===== src/rtl/rename_pkg.sv =====
//------------------------------------------------------------------------------
// Module  : rename_pkg
// Brief   : Rename-stage shared constants and tag type (free list, map, ROB).
// Rev     : 1.0  initial release
//------------------------------------------------------------------------------
`default_nettype none

package rename_pkg;

    localparam int PR_W     = 7;
    localparam int AR_W     = 5;
    localparam int PR_NUM   = 64;
    localparam int AR_NUM   = 32;
    localparam int FL_DEPTH = PR_NUM - AR_NUM;

    typedef logic [PR_W-1:0] pr_tag_t;

endpackage

`default_nettype wire


===== src/rtl/fl.sv =====
//------------------------------------------------------------------------------
// Module  : fl
// Brief   : 2-wide circular free list of physical register tags with
//           retire-pointer rollback for mispredict recovery.
// Rev     : 1.0  initial release
//------------------------------------------------------------------------------
`default_nettype none

module fl
    import rename_pkg::*;
#(
    parameter int FL_DEPTH = rename_pkg::FL_DEPTH,
    parameter int PR_W     = rename_pkg::PR_W,
    parameter int PTR_W    = 6
) (
    input  logic             clock,
    input  logic             reset,
    input  logic [1:0]       id_dispatch_num,
    input  logic [1:0]       rob_retire_num,
    input  logic [PR_W-1:0]  rob_retire_told0,
    input  logic [PR_W-1:0]  rob_retire_told1,
    input  logic             rob_recover,
    output logic [PR_W-1:0]  fl_pr0,
    output logic [PR_W-1:0]  fl_pr1,
    output logic [1:0]       fl_avail,
    output logic [PTR_W-1:0] fl_free_cnt
);

    localparam int IDX_W = PTR_W - 1;

    logic [PR_W-1:0]  fl_buf_q [FL_DEPTH];
    logic [PTR_W-1:0] head_q, head_d;
    logic [PTR_W-1:0] rhead_q, rhead_d;
    logic [PTR_W-1:0] tail_q, tail_d;

    logic [PTR_W-1:0] w_free_cnt;
    logic [1:0]       w_avail;
    logic [1:0]       w_alloc;
    logic [IDX_W-1:0] w_head_idx1;
    logic [IDX_W-1:0] w_tail_idx0;
    logic [IDX_W-1:0] w_tail_idx1;

    // Availability uses pre-edge state only, so tags freed this cycle
    // cannot be handed out until the next one.
    always_comb begin
        w_free_cnt  = tail_q - head_q;
        w_avail     = (w_free_cnt >= PTR_W'(2)) ? 2'd2 : w_free_cnt[1:0];
        w_alloc     = (id_dispatch_num > w_avail) ? w_avail : id_dispatch_num;
        w_head_idx1 = head_q[IDX_W-1:0] + IDX_W'(1);
        w_tail_idx0 = tail_q[IDX_W-1:0];
        w_tail_idx1 = tail_q[IDX_W-1:0] + IDX_W'(1);

        rhead_d = rhead_q + PTR_W'(rob_retire_num);
        tail_d  = tail_q + PTR_W'(rob_retire_num);
        head_d  = rob_recover ? rhead_d : head_q + PTR_W'(w_alloc);
    end

    always_ff @(posedge clock) begin
        if (reset) begin
            head_q  <= '0;
            rhead_q <= '0;
            tail_q  <= PTR_W'(FL_DEPTH);
            for (int i = 0; i < FL_DEPTH; i++) begin
                fl_buf_q[i] <= PR_W'(FL_DEPTH + i);
            end
        end else begin
            head_q  <= head_d;
            rhead_q <= rhead_d;
            tail_q  <= tail_d;
            if (rob_retire_num != 2'd0) begin
                fl_buf_q[w_tail_idx0] <= rob_retire_told0;
            end
            if (rob_retire_num == 2'd2) begin
                fl_buf_q[w_tail_idx1] <= rob_retire_told1;
            end
        end
    end

    assign fl_pr0      = fl_buf_q[head_q[IDX_W-1:0]];
    assign fl_pr1      = fl_buf_q[w_head_idx1];
    assign fl_avail    = w_avail;
    assign fl_free_cnt = w_free_cnt;

`ifndef SYNTHESIS
    // Retiring more than is allocated would let tail overrun live tags.
    a_retire_legal: assert property (@(posedge clock) disable iff (reset)
        (rob_retire_num != 2'd3) && (PTR_W'(rob_retire_num) <= (head_q - rhead_q)));
    a_ring_full: assert property (@(posedge clock) disable iff (reset)
        (tail_q - rhead_q) == PTR_W'(FL_DEPTH));
`endif

endmodule

`default_nettype wire


===== config.mk =====
export PLATFORM = sky130hd
export DESIGN_NAME = fl
export DESIGN_NICKNAME = d
export VERILOG_FILES = /design/src/rtl/rename_pkg.sv /design/src/rtl/fl.sv
export SDC_FILE = /design/constraint.sdc
export NUM_CORES = 1
export LEC_CHECK = 0
export BUFFER_PORTS_ARGS = -buffer_cell sky130_fd_sc_hd__buf_2
export CELL_PAD_IN_SITES_DETAIL_PLACEMENT = 0
export CELL_PAD_IN_SITES_GLOBAL_PLACEMENT = 2
export CORE_ASPECT_RATIO = 0.7
export CORE_MARGIN = 1.5
export CORE_UTILIZATION = 49
export DETAILED_ROUTE_END_ITERATION = 16
export GPL_ROUTABILITY_DRIVEN = 0
export PLACE_DENSITY = 0.95
export RECOVER_POWER = 100
export SYNTH_ARGS = -nofsm -noshare
export SYNTH_HDL_FRONTEND = slang
export SYNTH_SLANG_ARGS = --single-unit

===== constraint.sdc =====
create_clock -name clock -period 9 [get_ports clock]
set_input_delay 1.8 -clock clock [delete_from_list [all_inputs] [get_ports clock]]
set_output_delay 1.8 -clock clock [all_outputs]
set_load 0.005 [all_outputs]

; ---- Yosys cells after proc, flatten, opt, wreduce, memory -nomap -nowiden
; Memories as Yosys holds them, arrays and structs flattened. A register that Yosys moved wholly into a read port is not among the register bits.
; Cells that the tools add are included.
[op_classes]
add_sub_neg = 6
n_lt_le_gt_ge = 2
eq_ne = 1
muxes = 18
reduce_logical = 3
[op_table]
columns = operator, n
row1 = $add A6 B2 Y6, 3
row2 = $mux W5, 3
row3 = $mux W7, 2
row4 = $reduce_or A7 Y1, 2
row5 = $add A5 B1 Y5 const B, 2
row6 = $mux W1, 10
row7 = $ge A6 B2 Y1 const B, 1
row8 = $mux W6, 1
row9 = $sub A6 B6 Y6, 1
row10 = $mux W2, 2
row11 = $eq A2 B2 Y1 const B, 1
row12 = $gt A2 B2 Y1, 1
row13 = $reduce_bool A2 Y1, 1
[totals]
reg_bits = 18
ramBits = 224
inputBits = 21
output_inout_bits = 22
word_cells = 34
mem_count = 1
[memory_table]
columns = memory, depth, width, read_ports, rd_ports_with_merged_regs, write_ports, line_no
row1 = fl_buf_q, 32, 7, 2, 1, 32, fl.sv:31  ; logic [PR_W-1:0] fl_buf_q [FL_DEPTH];

; ---- Logic depth before layout (Yosys ltp)
; Gate-level depths: netlist of run 1.
[logic_depth]
depth_word = 8
ltp_mapped = 21
ltp_nobuf = 20

; ---- Worst setup path before layout of run 1
; OpenSTA, ideal clock, no wires.
[synth_path]
kind = register -> register
startpoint = register head_q[1]
endpoint = register head_q[5]
setup_time_ns = 0.117
t_arrival_ns = 4.208
t_required_ns = 8.883
slack_ns = 4.675
stages_incl_launch_ff = 21
n_path_buf = 3
path_cell_list = dfxtp_1 -> clkbuf_1 -> buf_2 -> buf_4 -> inv_1 -> fa_1 -> a21o_1 -> a21oi_1 -> xor2_1 -> nand4_1 -> nor2_1 -> ha_1 -> nor2b_1 -> or4_1 -> o21ai_1 -> ha_1 -> a21o_1 -> nand2_1 -> nor3_1 -> xor2_1 -> o22a_1
[synth_via]
elab_chain_len = 7
[synth_rtl]
columns = element, line_no
row1 = "start, declared", fl.sv:32  ; logic [PTR_W-1:0] head_q, head_d;
row2 = "start signal, assigned", fl.sv:60  ; head_q <= '0;
row3 = "start signal, assigned", fl.sv:67  ; head_q <= head_d;
row4 = $sub A6 B6 Y6 (*), fl.sv:46  ; w_free_cnt = tail_q - head_q;
row5 = $ge A6 B2 Y1 (*), fl.sv:47  ; w_avail = (w_free_cnt >= PTR_W'(2)) ? 2'd2 : w_free_cnt[1:0];
row6 = $mux W2 (*), fl.sv:47
row7 = named net fl_avail[0], fl.sv:25  ; output logic [1:0] fl_avail,
row8 = $gt A2 B2 Y1, fl.sv:48  ; w_alloc = (id_dispatch_num > w_avail) ? w_avail : id_dispatch_num;
row9 = $mux W2 (*), fl.sv:48
row10 = $add A6 B2 Y6 (*), fl.sv:55  ; head_d = rob_recover ? rhead_d : head_q + PTR_W'(w_alloc);
row11 = $mux W6 (*), fl.sv:55
; Mark *: on every way through the listed nets, which the timed path passes. The rest lies on a longest branch.
; A chain may end at the register's enable or synchronous reset.

; ---- Final worst setup path of run 1
[layout_path]
startpoint = register head_q[0]
endpoint = output port fl_pr1[1]
[layout_via]
elab_chain_len = 2
[layout_rtl]
columns = element, line_no
row1 = $add A5 B1 Y5, fl.sv:49  ; w_head_idx1 = head_q[IDX_W-1:0] + IDX_W'(1);
row2 = $mem_v2 Z32 W7, --
row3 = "end, declared", fl.sv:24  ; output logic [PR_W-1:0] fl_pr1,
; No other way between the ends.

==> qor_table.md, run 1 <==
| Stage | Parameter | Reported |
|---|---|---|
| worst hold path | Classification of the worst-slack hold path | flop to flop |
| drt | Number of violations reported at the end of detailed-routing iteration 0 | 2,079 |
| finish | Top library cells by usage in the layout, fill and taps aside | sky130_fd_sc_hd__edfxtp_1 (224), sky130_fd_sc_hd__mux4_2 (140), sky130_fd_sc_hd__nor2_1 (111) |
| power and ir drop | Power per cell area | 205 nW/um^2 |
| clock tree | Cell at the root of the clock tree | sky130_fd_sc_hd__clkbuf_16 |
| power and ir drop | Part of the total power dissipated in the clock network | 33.5% |
| outcome | Status | complete, but fails checks |
| critical path | Crit start category | flop |
| logic synthesis | Main combinational cell family by area after synthesis | multiplexers |
| clock tree | Clock sink total | 242 |
| sta | Fmax | 0.138 GHz |
| sta | Final number of setup-violating endpoints | 0 |
| drt | Routed WL per cell | 35.3 um |
| finish | Nets@finish | 1,129 |
| global route | Largest net degree at the start of global routing | 75 |
| critical path | Critical path's most frequent cell | sky130_fd_sc_hd__mux4_2 |
| logic synthesis | Mux contribution to synthesized area | 22.4% |
| sta | Setup repair after global routing missed its margin | false |
| finish | Layout cells sized above 1 | 21.6% |
| logic synthesis | Avg Synthesized Cell Area | 13.3 sq um |
| clock tree | Clock tree from TritonCTS | built |
| sta | Fin Clk Skew | 13.0 ps |
| global route | Overflow left after global routing | 0 |
| clock tree | Total clock buffers created by CTS | 26 |
| sta | Summed negative setup slack over all endpoints | 0 ps |
| global route | Wire length of the first global-routing pass | 74,600 um |
| sta | Worst slew margin relative to its limit | -89.3% |
| logic synthesis | Area of the mapped netlist | 14,600 sq um |
| logic synthesis | Number of library cell types mapped by synthesis | 47 |
| logic synthesis | Post-synth net total | 1,137 |
| sta | Number of max-slew violations in the final report | 112 |
| power and ir drop | Portion of total power attributed to sequential cells | 41.2% |
| die | Ports placed on the boundary | 43 |
| power and ir drop | Max VDD drop | 101 uV |
| sta | Hold violation total from the final report | 0 |
| logic synthesis | Simple-gate portion of the synthesized area | 9.59% |
| clock tree | Clock slew at reported path FFs | 60 ps |
| drt | Number of detailed-route iterations in the first pass | 5 |
| logic synthesis | Area share of xor/xnor cells in the synthesized design | 1.02% |
| sta | Tightest Pin Transition | 2840 ps |
| finish | Area Overhead vs Synth | 8.51% |
| clock tree | Bufs on Longest Clock Path | 3 |
| outcome | Violated checks | capacitance limit, slew limit |
| logic synthesis | FFs w/ async S/R, synth | 0% |
| logic synthesis | Complex-gate fraction of the synthesized area | 13.3% |
| critical path | CP Class | flop to output pin |
| place | Half-perimeter wire length of the detailed placement result | 35,600 um |
| die | Die width | 209 um |
| finish | Most common library cell in the layout ignoring fill and taps | sky130_fd_sc_hd__edfxtp_1 |
| logic synthesis | Seq cells post-synth | 242 |
| clock tree | Buffers inserted by post-CTS timing repair | 0 |
| drt | DRC Markers | 0 |
| power and ir drop | Sw Pwr | 978 uW |
| die | Cell Rows | 52 |
| die | Vertical extent of the die | 147 um |
| critical path | Buffers plus inverters on the worst setup path | 2 |
| global route | Antenna violations before repair | 1 |
| logic synthesis | Top flip-flop cell by instance count after synthesis | sky130_fd_sc_hd__edfxtp_1 |
| power and ir drop | Combinational power share | 25.3% |
| global route | Overall global routing resource usage | 34.3% |
| die | Core outline area | 29,100 sq um |
| clock tree | Latest clock arrival within the worst-skew pair | 560 ps |
| critical path | Sequence of cells on the critical path | ha_2 -> buf_4 -> mux4_2 -> mux4_2 -> mux2_1 -> buf_2 |
| logic synthesis | Share of synthesized cell area in full adder, half adder and majority cells | 1.75% |
| logic synthesis | Number of enable flip-flop cells after synthesis | 224 |
| job | Max-capacitance violation count | 4 |
| global route | Vias in the first global route | 10,400 |
| critical path | WP data required | 7200 ps |
| sta | Crit path setup slack, layout | 1750 ps |
| sta | Final critical-path share of the clock period | 80.6% |
| drt | Via count | 11,300 |
| drt | Number of nets with antenna violations after routing | 0 |
| critical path | CP Capture Type | output pin |
| finish | Number of antenna diodes | 0 |
| sta | Crit path time final | 7250 ps |
| drt | Sum of routed wire length over all layers | 52,500 um |
| drt | Average vias per placed instance | 7.57 |
| die | Starting Density | 50.1% |
| critical path | Stage delay of the slowest cell on the critical path | 1980 ps |
| power and ir drop | Internal power summed over all cells | 2.26 mW |
| critical path | Endpoint arrival time on the critical path | 5450 ps |
| critical path | Slowest-stage cell, CP | sky130_fd_sc_hd__dfxtp_1 |
| place | Port bufs | 42 |
| die | Die Area | 30,800 sq um |
| clock tree | Post-cts repair resize count | 0 |
| power and ir drop | LEAKAGE | 4.71 nW |
| critical path | Peak fanout along the critical path | 43 |
| clock tree | Number of levels the H-tree was split into | 1 |
| logic synthesis | Count of yosys warnings during synthesis | 0 |
| logic synthesis | Number of standard cells after synthesis | 1,098 |
| clock tree | Post-cts hold buffer count | 0 |
| critical path | CP delay by family, top | flip-flops |
| place | Post-placement worst setup slack | 3760 ps |
| power and ir drop | Switching power as a share of total power | 30.2% |
| logic synthesis | Sequential cell area fraction in the yosys report | 48.7% |
-- cells in the mapped netlist, types with 2 or more instances --
library cell	number	area share [%]
sky130_fd_sc_hd__a21o_1	3	0.15
sky130_fd_sc_hd__a21oi_1	36	1.2
sky130_fd_sc_hd__a22o_1	83	5.0
sky130_fd_sc_hd__and2_1	7	0.30
sky130_fd_sc_hd__and3_1	3	0.13
sky130_fd_sc_hd__buf_1	4	0.10
sky130_fd_sc_hd__buf_2	13	0.45
sky130_fd_sc_hd__buf_4	2	0.10
sky130_fd_sc_hd__buf_8	2	0.21
sky130_fd_sc_hd__clkbuf_1	71	1.8
sky130_fd_sc_hd__dfxtp_1	18	2.5
sky130_fd_sc_hd__edfxtp_1	224	46
sky130_fd_sc_hd__fa_1	4	0.55
sky130_fd_sc_hd__ha_1	14	1.2
sky130_fd_sc_hd__inv_1	16	0.41
sky130_fd_sc_hd__inv_2	2	0.052
sky130_fd_sc_hd__mux2_2	8	0.62
sky130_fd_sc_hd__mux2i_1	2	0.14
sky130_fd_sc_hd__mux4_2	140	22
sky130_fd_sc_hd__nand2_1	100	2.6
sky130_fd_sc_hd__nand2b_1	7	0.30
sky130_fd_sc_hd__nand3_1	8	0.27
sky130_fd_sc_hd__nand3b_1	2	0.10
sky130_fd_sc_hd__nand4_1	4	0.17
sky130_fd_sc_hd__nor2_1	111	2.9
sky130_fd_sc_hd__nor2b_1	9	0.39
sky130_fd_sc_hd__nor3_1	14	0.48
sky130_fd_sc_hd__nor3b_1	3	0.15
sky130_fd_sc_hd__o21ai_0	5	0.17
sky130_fd_sc_hd__o22a_1	83	5.0
sky130_fd_sc_hd__o22ai_1	32	1.4
sky130_fd_sc_hd__o31ai_1	2	0.10
sky130_fd_sc_hd__or2_2	2	0.086
sky130_fd_sc_hd__or3_1	35	1.5
sky130_fd_sc_hd__or3b_2	2	0.12
sky130_fd_sc_hd__xnor2_1	7	0.42
sky130_fd_sc_hd__xor2_1	10	0.60
-- power groups by stage --
stage | Combinational, mW | Sequential (mW) | Clock (mW)
final | 0.820 | 1.33 | 1.09
after global routing | 0.858 | 1.34 | 1.13
after CTS | 0.809 | 1.33 | 1.08
after global placement | 0.793 | 1.35 | 0
after detailed placement | 0.806 | 1.35 | 0
after floorplan | 0.615 | 1.30 | 0
-- path summary, 6_finish.rpt --
| path | from | to | slack, ps | depth (start not counted) |
|---|---|---|---|---|
| hold / removal | rhead_q[4] | rhead_q[4] | 530 | 2 |
| setup reg to reg | head_q[0] | head_q[1] | 3040 | 16 |
| hold reg to reg | rhead_q[4] | rhead_q[4] | 530 | 2 |
| setup / recovery | head_q[0] | fl_pr1[1] | 1750 | 6 |
-- cells by family after synthesis --
group	Yosys count
DFF	242
xor gates and xnor gates	17
and+or+nand+nor	310
AOI/OAI and AO/OA	250
adders and majority gates	18
muxes	150
buffers and inverters	111
-- layer usage --
layer	routed length [um]	track usage, %
met3	11300	19.9
met5	55	0
met2	19400	42.7
met1	19700	49.6
met4	2140	10.5
-- flip-flops by register name, indices dropped and copies added, names as in the netlist --
register  cells
fl_buf_q    224
head_q        6
rhead_q       6
tail_q        6
-- cell type report --
class | count | area (sq um)
fillers | 2392 | 13300
flip-flops and latches | 242 | 7090
multi-input cells | 745 | 7030
clock buffers | 30 | 666
well taps | 378 | 473
repair buffers | 57 | 308
clock inverters | 18 | 173
inverters | 18 | 67.6
-- through the flow --
stage / area [sq um] / cells / hold WS (ps) / util, % / power, mW
after floorplan: 14600 / 1098 / 478 / - / 1.92
after global placement: 15000 / 1440 / 511 / 51.6 / 2.14
after detailed placement: 15000 / 1440 / 512 / 51.6 / 2.16
after CTS: 15800 / 1488 / 522 / 54.4 / 3.22
after global routing: 15800 / 1488 / 608 / 54.3 / 3.32
final: 15800 / 1488 / 532 / 54.3 / 3.24
-- worst reg2reg max path, stage by stage (launching register included) --
cell and delay, ps:
sky130_fd_sc_hd__dfxtp_1 1980, sky130_fd_sc_hd__ha_1 410, sky130_fd_sc_hd__inv_1 60, sky130_fd_sc_hd__fa_1 400
sky130_fd_sc_hd__a21o_1 180, sky130_fd_sc_hd__a21oi_1 200, sky130_fd_sc_hd__xor2_1 250, sky130_fd_sc_hd__nand4_1 240
sky130_fd_sc_hd__nor2_1 190, sky130_fd_sc_hd__ha_1 260, sky130_fd_sc_hd__nor2b_1 140, sky130_fd_sc_hd__or4_1 450
sky130_fd_sc_hd__o21ai_0 120, sky130_fd_sc_hd__ha_1 250, sky130_fd_sc_hd__fa_1 430, sky130_fd_sc_hd__mux2i_1 140
sky130_fd_sc_hd__nor2_1 50
Power figures use the tool's default switching activity.
==> run 2: changes to the inputs <==
--- a/config.mk
+++ b/config.mk
@@ -10,10 +10,10 @@
 export CELL_PAD_IN_SITES_GLOBAL_PLACEMENT = 2
 export CORE_ASPECT_RATIO = 0.7
 export CORE_MARGIN = 1.5
-export CORE_UTILIZATION = 49
+export CORE_UTILIZATION = 41
 export DETAILED_ROUTE_END_ITERATION = 16
 export GPL_ROUTABILITY_DRIVEN = 0
-export PLACE_DENSITY = 0.95
+export PLACE_DENSITY = 0.88
 export RECOVER_POWER = 100
 export SYNTH_ARGS = -nofsm -noshare
 export SYNTH_HDL_FRONTEND = slang
==> constraint.sdc (replaced) <==
create_clock -name clock -period 6.1 [get_ports clock]
set_input_delay 1.22 -clock clock [delete_from_list [all_inputs] [get_ports clock]]
set_output_delay 1.22 -clock clock [all_outputs]
set_load 0.005 [all_outputs]
==> qor_table.md, run 2 (same netlist as run 1, synthesis figures left out) <==
| Stage | Parameter | Reported |
|---|---|---|
| critical path | Peak fanout along the critical path | 49 |
| clock tree | Buffers inserted by post-CTS timing repair | 0 |
| die | Starting Density | 41.9% |
| sta | Hold violation total from the final report | 0 |
| sta | Setup repair after global routing missed its margin | false |
| clock tree | Bufs on Longest Clock Path | 3 |
| clock tree | Clock sink total | 242 |
| clock tree | Clock slew at reported path FFs | 60 ps |
| sta | Final critical-path share of the clock period | 86.5% |
| global route | Overall global routing resource usage | 28.6% |
| finish | Layout cells sized above 1 | 22.0% |
| die | Vertical extent of the die | 161 um |
| outcome | Violated checks | capacitance limit, slew limit |
| finish | Top reg by flops | fl_buf_q |
| clock tree | Number of levels the H-tree was split into | 1 |
| global route | Vias in the first global route | 10,200 |
| sta | Worst hold slack after final layout | 532 ps |
| drt | Number of detailed-route iterations in the first pass | 5 |
| critical path | Crit start category | input port |
| die | Ports placed on the boundary | 43 |
| sta | Crit path time final | 5280 ps |
| die | Die Area | 36,700 sq um |
| clock tree | Post-cts repair resize count | 0 |
| drt | Via count | 11,100 |
| sta | Tightest Pin Transition | 3030 ps |
| die | Cell Rows | 57 |
| clock tree | Latest clock arrival within the worst-skew pair | 550 ps |
| drt | DRC Markers | 0 |
| place | Port bufs | 42 |
| sta | Final number of setup-violating endpoints | 0 |
| finish | Top library cells by usage in the layout, fill and taps aside | sky130_fd_sc_hd__edfxtp_1 (224), sky130_fd_sc_hd__mux4_2 (140), sky130_fd_sc_hd__nor2_1 (111) |
| sta | Fin Clk Skew | 18.2 ps |
| drt | Routed WL per cell | 33.4 um |
| clock tree | Clock tree from TritonCTS | built |
| sta | Number of max-slew violations in the final report | 58 |
| outcome | Status | complete, but fails checks |
| finish | Area Overhead vs Synth | 9.37% |
| die | Die width | 228 um |
| finish | Nets@finish | 1,127 |
| place | Half-perimeter wire length of the detailed placement result | 35,300 um |
| power and ir drop | LEAKAGE | 4.70 nW |
| sta | Fmax | 0.189 GHz |
| clock tree | Cell at the root of the clock tree | sky130_fd_sc_hd__clkbuf_16 |
| global route | Wire length of the first global-routing pass | 74,800 um |
| finish | Filler Cell Count | 3,108 |
| finish | Utilization of the core after routing | 45.8% |
| critical path | WP data required | 6330 ps |
| place | Placed instance count | 1,533 |
| clock tree | Post-cts hold buffer count | 0 |
| clock tree | Total clock buffers created by CTS | 25 |
| global route | Antenna violations before repair | 1 |
| sta | Worst slew margin relative to its limit | -102% |
| critical path | CP Class | input port to flop |
| finish | Final cell count without fillers | 1,579 |
| job | Max-capacitance violation count | 3 |
| sta | Summed negative setup slack over all endpoints | 0 ps |
| drt | Sum of routed wire length over all layers | 52,800 um |
| power and ir drop | Max VDD drop | 181 uV |
| critical path | Endpoint arrival time on the critical path | 5510 ps |
| place | Post-placement worst setup slack | 1630 ps |
| worst hold path | Classification of the worst-slack hold path | flop to flop |
| power and ir drop | Power per cell area | 301 nW/um^2 |
| drt | Number of nets with antenna violations after routing | 0 |
| drt | Number of violations reported at the end of detailed-routing iteration 0 | 1,946 |
| global route | Largest net degree at the start of global routing | 73 |
| finish | Most common library cell in the layout ignoring fill and taps | sky130_fd_sc_hd__edfxtp_1 |
| die | Core outline area | 34,800 sq um |
| sta | Crit path setup slack, layout | 823 ps |
| finish | Max reg flops | 224 |
| critical path | CP Capture Type | flop |
| global route | Overflow left after global routing | 0 |
| drt | Average vias per placed instance | 7.03 |
[run 2: cell types whose count changed in the layout (fill, tap and decap cells not counted), sizes merged]
cell	before	now
buf	47	46
clkbuf	40	39
clkinv	13	10
clkinvlp	1	2
diode	0	1
[run 2: path summary, 6_finish.rpt]
path,end,from,slack [ps],cells after the start
worst max-delay path,fl_buf_q[26][4],reset,820,6
worst min-delay path,rhead_q[4],rhead_q[4],530,2
worst max register to register,head_q[1],head_q[0],1610,16
worst min register to register,rhead_q[4],rhead_q[4],530,2
[run 2: power breakdown]
part / total [mW] / switching [mW] / internal [mW]
logic: 1.23 / 0.674 / 0.557
clock network: 1.60 / 0.690 / 0.907
registers: 1.97 / 0.106 / 1.87
[run 2: routing by layer]
| metal | part of all wire (%) | global-route usage, % | vias to the layer above |
|---|---|---|---|
| met5 | 0.032 | 0 | - |
| met4 | 2.5 | 5.84 | 2 |
| met3 | 20 | 15.6 | 129 |
| met2 | 39 | 37.7 | 1032 |
| met1 | 39 | 41.0 | 5513 |
| li1 | - | - | 4429 |
[run 2: layout make-up]
| class | instances | area, sq um | share of cell area, % |
|---|---|---|---|
| diodes | 1 | 2.50 | 0.0157 |
| clock buffers | 29 | 661 | 4.15 |
| clock inverters | 16 | 175 | 1.10 |
| inverters | 18 | 67.6 | 0.424 |
| multi-input cells | 745 | 7030 | 44.1 |
| flip-flops and latches | 242 | 7090 | 44.5 |
| well taps | 472 | 591 | 3.71 |
| repair buffers | 56 | 307 | 1.92 |
[run 2: metrics by stage]
stage,area (sq um),power [mW]
2_1_floorplan,14600,2.83
3_3_place_gp,15100,3.21
3_5_place_dp,15100,3.22
4_1_cts,16000,4.78
5_1_grt,15900,4.93
6_report,15900,4.80
[run 2: worst max-delay path, stage by stage]
cell and delay (ps):
sky130_fd_sc_hd__buf_2 90, sky130_fd_sc_hd__clkbuf_1 2130, sky130_fd_sc_hd__nor3_1 310, sky130_fd_sc_hd__nand3_1 900
sky130_fd_sc_hd__nor2_1 250, sky130_fd_sc_hd__or3_1 590
==> run 3: changes to the inputs <==
--- a/config.mk
+++ b/config.mk
@@ -5,12 +5,13 @@
 export SDC_FILE = /design/constraint.sdc
 export NUM_CORES = 1
 export LEC_CHECK = 0
+export ABC_AREA = 1
 export BUFFER_PORTS_ARGS = -buffer_cell sky130_fd_sc_hd__buf_2
 export CELL_PAD_IN_SITES_DETAIL_PLACEMENT = 0
 export CELL_PAD_IN_SITES_GLOBAL_PLACEMENT = 2
 export CORE_ASPECT_RATIO = 0.7
 export CORE_MARGIN = 1.5
-export CORE_UTILIZATION = 41
+export CORE_UTILIZATION = 35
 export DETAILED_ROUTE_END_ITERATION = 16
 export GPL_ROUTABILITY_DRIVEN = 0
 export PLACE_DENSITY = 0.88
==> qor_table.md, run 3 <==
| Stage | Parameter | Reported |
|---|---|---|
| sta | Summed negative setup slack over all endpoints | 0 ps |
| sta | Final critical-path share of the clock period | 91.0% |
| clock tree | Clock sink total | 242 |
| finish | Final cell count without fillers | 2,418 |
| logic synthesis | Avg Synthesized Cell Area | 8.18 sq um |
| drt | DRC Markers | 0 |
| logic synthesis | Top flip-flop cell by instance count after synthesis | sky130_fd_sc_hd__edfxtp_1 |
| clock tree | Post-cts repair resize count | 0 |
| drt | Via count | 14,600 |
| logic synthesis | Yosys top cell area share | 44.2% |
| finish | Utilization of the core after routing | 38.6% |
| finish | Most common library cell in the layout ignoring fill and taps | sky130_fd_sc_hd__edfxtp_1 |
| clock tree | Total clock buffers created by CTS | 26 |
| worst hold path | Classification of the worst-slack hold path | flop to flop |
| sta | Number of max-slew violations in the final report | 40 |
| outcome | Status | complete, but fails checks |
| critical path | CP Capture Type | flop |
| logic synthesis | Sequential cell area fraction in the yosys report | 46.5% |
| die | Die width | 252 um |
| logic synthesis | Area of the mapped netlist | 15,200 sq um |
| logic synthesis | Synth area leaders | sky130_fd_sc_hd__edfxtp_1 (44%), sky130_fd_sc_hd__o22ai_1 (7.8%), sky130_fd_sc_hd__o21ai_0 (7.0%), sky130_fd_sc_hd__nand3_1 (5.8%), sky130_fd_sc_hd__a21oi_1 (5.5%) |
| sta | Crit path time final | 5550 ps |
| logic synthesis | Area leader, netlist | sky130_fd_sc_hd__edfxtp_1 |
| logic synthesis | Number of standard cells after synthesis | 1,863 |
| job | Max-capacitance violation count | 2 |
| finish | Nets@finish | 1,852 |
| critical path | WP data required | 6300 ps |
| drt | Average vias per placed instance | 6.03 |
| clock tree | Number of levels the H-tree was split into | 1 |
| global route | Overflow left after global routing | 0 |
| clock tree | Post-cts hold buffer count | 0 |
| outcome | Violated checks | capacitance limit, slew limit |
| power and ir drop | Portion of total power attributed to sequential cells | 36.0% |
| die | Core outline area | 42,600 sq um |
| finish | Number of antenna diodes | 0 |
| logic synthesis | Number of enable flip-flop cells after synthesis | 224 |
| power and ir drop | Switching power as a share of total power | 37.8% |
| finish | Top library cells by usage in the layout, fill and taps aside | sky130_fd_sc_hd__edfxtp_1 (224), sky130_fd_sc_hd__inv_1 (223), sky130_fd_sc_hd__o21ai_0 (212) |
| place | Half-perimeter wire length of the detailed placement result | 43,300 um |
| critical path | Worst setup endpoint | fl_buf_q[25][4] |
| logic synthesis | Leading post-synthesis cells by instance count | sky130_fd_sc_hd__edfxtp_1 (224), sky130_fd_sc_hd__inv_1 (220), sky130_fd_sc_hd__o21ai_0 (212), sky130_fd_sc_hd__o22ai_1 (190), sky130_fd_sc_hd__nand2_1 (189) |
| sta | Hold violation total from the final report | 0 |
| clock tree | Clock tree from TritonCTS | built |
| power and ir drop | Internal power summed over all cells | 3.32 mW |
| global route | Largest net degree at the start of global routing | 126 |
| power and ir drop | Max VDD drop | 239 uV |
| critical path | R2R cell count | 19 |
| power and ir drop | LEAKAGE | 5.59 nW |
| clock tree | Clock slew at reported path FFs | 70 ps |
| sta | Fmax | 0.180 GHz |
| critical path | Register-to-register setup slack | 1810 ps |
| sta | Worst slew margin relative to its limit | -76.5% |
| power and ir drop | Power per cell area | 324 nW/um^2 |
| critical path | Endpoint arrival time on the critical path | 5750 ps |
| sta | Setup repair after global routing missed its margin | false |
| logic synthesis | Seq cells post-synth | 242 |
| sta | Final number of setup-violating endpoints | 0 |
| critical path | CP delay by family, top | simple AND/OR/NAND/NOR gates |
| logic synthesis | Count of yosys warnings during synthesis | 0 |
| finish | Layout cells sized above 1 | 7.09% |
| critical path | Critical path's most frequent cell | sky130_fd_sc_hd__inv_1 |
| die | Vertical extent of the die | 178 um |
| global route | Overall global routing resource usage | 28.2% |
| clock tree | Latest clock arrival within the worst-skew pair | 560 ps |
| power and ir drop | Sw Pwr | 2.02 mW |
| global route | Antenna violations before repair | 1 |
| power and ir drop | Part of the total power dissipated in the clock network | 32.7% |
| drt | Routed WL per cell | 26.4 um |
| logic synthesis | FFs w/ async S/R, synth | 0% |
| sta | Worst hold slack after final layout | 502 ps |
| worst hold path | Start point of the worst hold path | tail_q[5] |
| critical path | Peak fanout along the critical path | 14 |
| critical path | Critical path launch point | rob_retire_num[1] |
| power and ir drop | Combinational power share | 31.3% |
| critical path | Destination of the worst register-to-register timing path | head_q[4] |
| global route | Wire length of the first global-routing pass | 91,500 um |
| critical path | Buffers plus inverters on the worst setup path | 6 |
| clock tree | Bufs on Longest Clock Path | 3 |
| finish | Area Overhead vs Synth | 8.02% |
| critical path | Cell count along the critical path | 10 |
| die | Ports placed on the boundary | 43 |
| sta | Tightest Pin Transition | 2630 ps |
| place | Placed instance count | 2,370 |
| clock tree | Cell at the root of the clock tree | sky130_fd_sc_hd__clkbuf_16 |
| finish | Filler Cell Count | 4,394 |
| clock tree | Buffers inserted by post-CTS timing repair | 0 |
| drt | Number of violations reported at the end of detailed-routing iteration 0 | 2,157 |
| sta | Fin Clk Skew | 15.3 ps |
| critical path | Stage delay of the slowest cell on the critical path | 1990 ps |
| finish | Max reg flops | 224 |
| critical path | CP Class | input port to flop |
| power and ir drop | Total power of the final layout | 5.33 mW |
| critical path | Sequence of cells on the critical path | clkbuf_1 -> inv_1 -> nor3_1 -> clkbuf_1 -> inv_1 -> nor2_1 -> clkinv_1 -> nor2_4 -> inv_1 -> nand3_1 |
| die | Die Area | 44,800 sq um |
| finish | Top reg by flops | fl_buf_q |
| place | Port bufs | 42 |
| drt | Sum of routed wire length over all layers | 63,900 um |
| drt | Number of detailed-route iterations in the first pass | 6 |
| critical path | Slowest-stage cell, CP | sky130_fd_sc_hd__nor3_1 |
| critical path | Startpoint of the worst-slack reg-to-reg timing path | head_q[1] |
| logic synthesis | Number of library cell types mapped by synthesis | 42 |
| logic synthesis | Post-synth net total | 1,902 |
| drt | Number of nets with antenna violations after routing | 0 |
| die | Cell Rows | 63 |
| critical path | Crit start category | input port |
| logic synthesis | Most instantiated library cell after synthesis | sky130_fd_sc_hd__edfxtp_1 |
| die | Starting Density | 35.7% |
| global route | Vias in the first global route | 13,200 |
[run 3: cell count changes in the layout (fill, tap and decap cells not counted), moves of 82 or more]
cell,change
sky130_fd_sc_hd__a22o_1,-83
sky130_fd_sc_hd__o22ai_1,+158
sky130_fd_sc_hd__o21ai_0,+206
sky130_fd_sc_hd__nand2_1,+91
sky130_fd_sc_hd__a21oi_1,+130
sky130_fd_sc_hd__nand3_1,+170
sky130_fd_sc_hd__inv_1,+207
sky130_fd_sc_hd__o22a_1,-82
sky130_fd_sc_hd__mux4_2,-140
[run 3: power groups by stage]
stage               Clock [mW]  Combinational, mW  Sequential, mW
finish                    1.75               1.67            1.92
global route              1.79               1.78            1.93
CTS                       1.74               1.60            1.92
detailed placement           0               1.59            1.95
global placement             0               1.60            1.95
floorplan                    0               1.04            1.92
[run 3: cells by family after synthesis]
logic type,after synthesis,synth area share [%]
buf+inv,390,10.9
fa+ha+maj,18,1.68
compound gates,653,24.2
simple gates,555,16.3
xor+xnor,5,0.435
flops,242,46.5
[run 3: layout make-up]
class | count | area, sq um | share of cell area, %
Clock buffer | 31 | 691 | 4.20
Inverter | 252 | 951 | 5.78
Clock inverter | 17 | 206 | 1.25
Timing Repair Buffer | 60 | 342 | 2.08
Multi-Input combinational cell | 1231 | 6440 | 39.1
Sequential cell | 242 | 7090 | 43.1
Tap cell | 585 | 732 | 4.45
[run 3: through the flow]
stage	cell area (sq um)	setup slack [ps]
2_1_floorplan	15200	2520
3_3_place_gp	15600	1870
3_5_place_dp	15600	1900
4_1_cts	16500	1410
5_1_grt	16500	600
6_report	16500	550
[run 3: worst min path at each step]
| stage | cells past startpoint | endpoint | slack (ps) |
|---|---|---|---|
| after floorplan | 2 | rhead_q[5] | 440 |
| after global placement | 2 | rhead_q[5] | 490 |
| after detailed placement | 2 | tail_q[5] | 500 |
| after CTS | 2 | tail_q[5] | 510 |
| after global routing | 2 | rhead_q[5] | 550 |
| final | 2 | tail_q[5] | 500 |
[run 3: worst register-to-register path, stage by stage, from the launching register on]
cell	delay, ps
sky130_fd_sc_hd__dfxtp_4	700
sky130_fd_sc_hd__inv_1	470
sky130_fd_sc_hd__fa_1	560
sky130_fd_sc_hd__nor2_1	120
sky130_fd_sc_hd__nor2_1	60
sky130_fd_sc_hd__nor2_1	80
sky130_fd_sc_hd__nand3_1	80
sky130_fd_sc_hd__nor2_1	180
sky130_fd_sc_hd__nand2_1	100
sky130_fd_sc_hd__ha_1	290
sky130_fd_sc_hd__or2_2	290
sky130_fd_sc_hd__nand2_1	80
sky130_fd_sc_hd__nand2_1	50
sky130_fd_sc_hd__nand2_1	50
sky130_fd_sc_hd__nand2_1	50
sky130_fd_sc_hd__ha_1	210
sky130_fd_sc_hd__fa_1	440
sky130_fd_sc_hd__inv_1	90
sky130_fd_sc_hd__o21ai_0	100
sky130_fd_sc_hd__a31oi_1	210
[run 3: layer usage]
metal | wire length (um) | vias to the layer above | share of wire, % | track usage, %
met4 | 1230 | 0 | 1.9 | 5.59
met5 | 0 | - | 0 | 0
met3 | 10900 | 79 | 17 | 14.2
met1 | 27800 | 6960 | 43 | 41.1
li1 | - | 6520 | - | -
met2 | 24000 | 1016 | 38 | 36.7
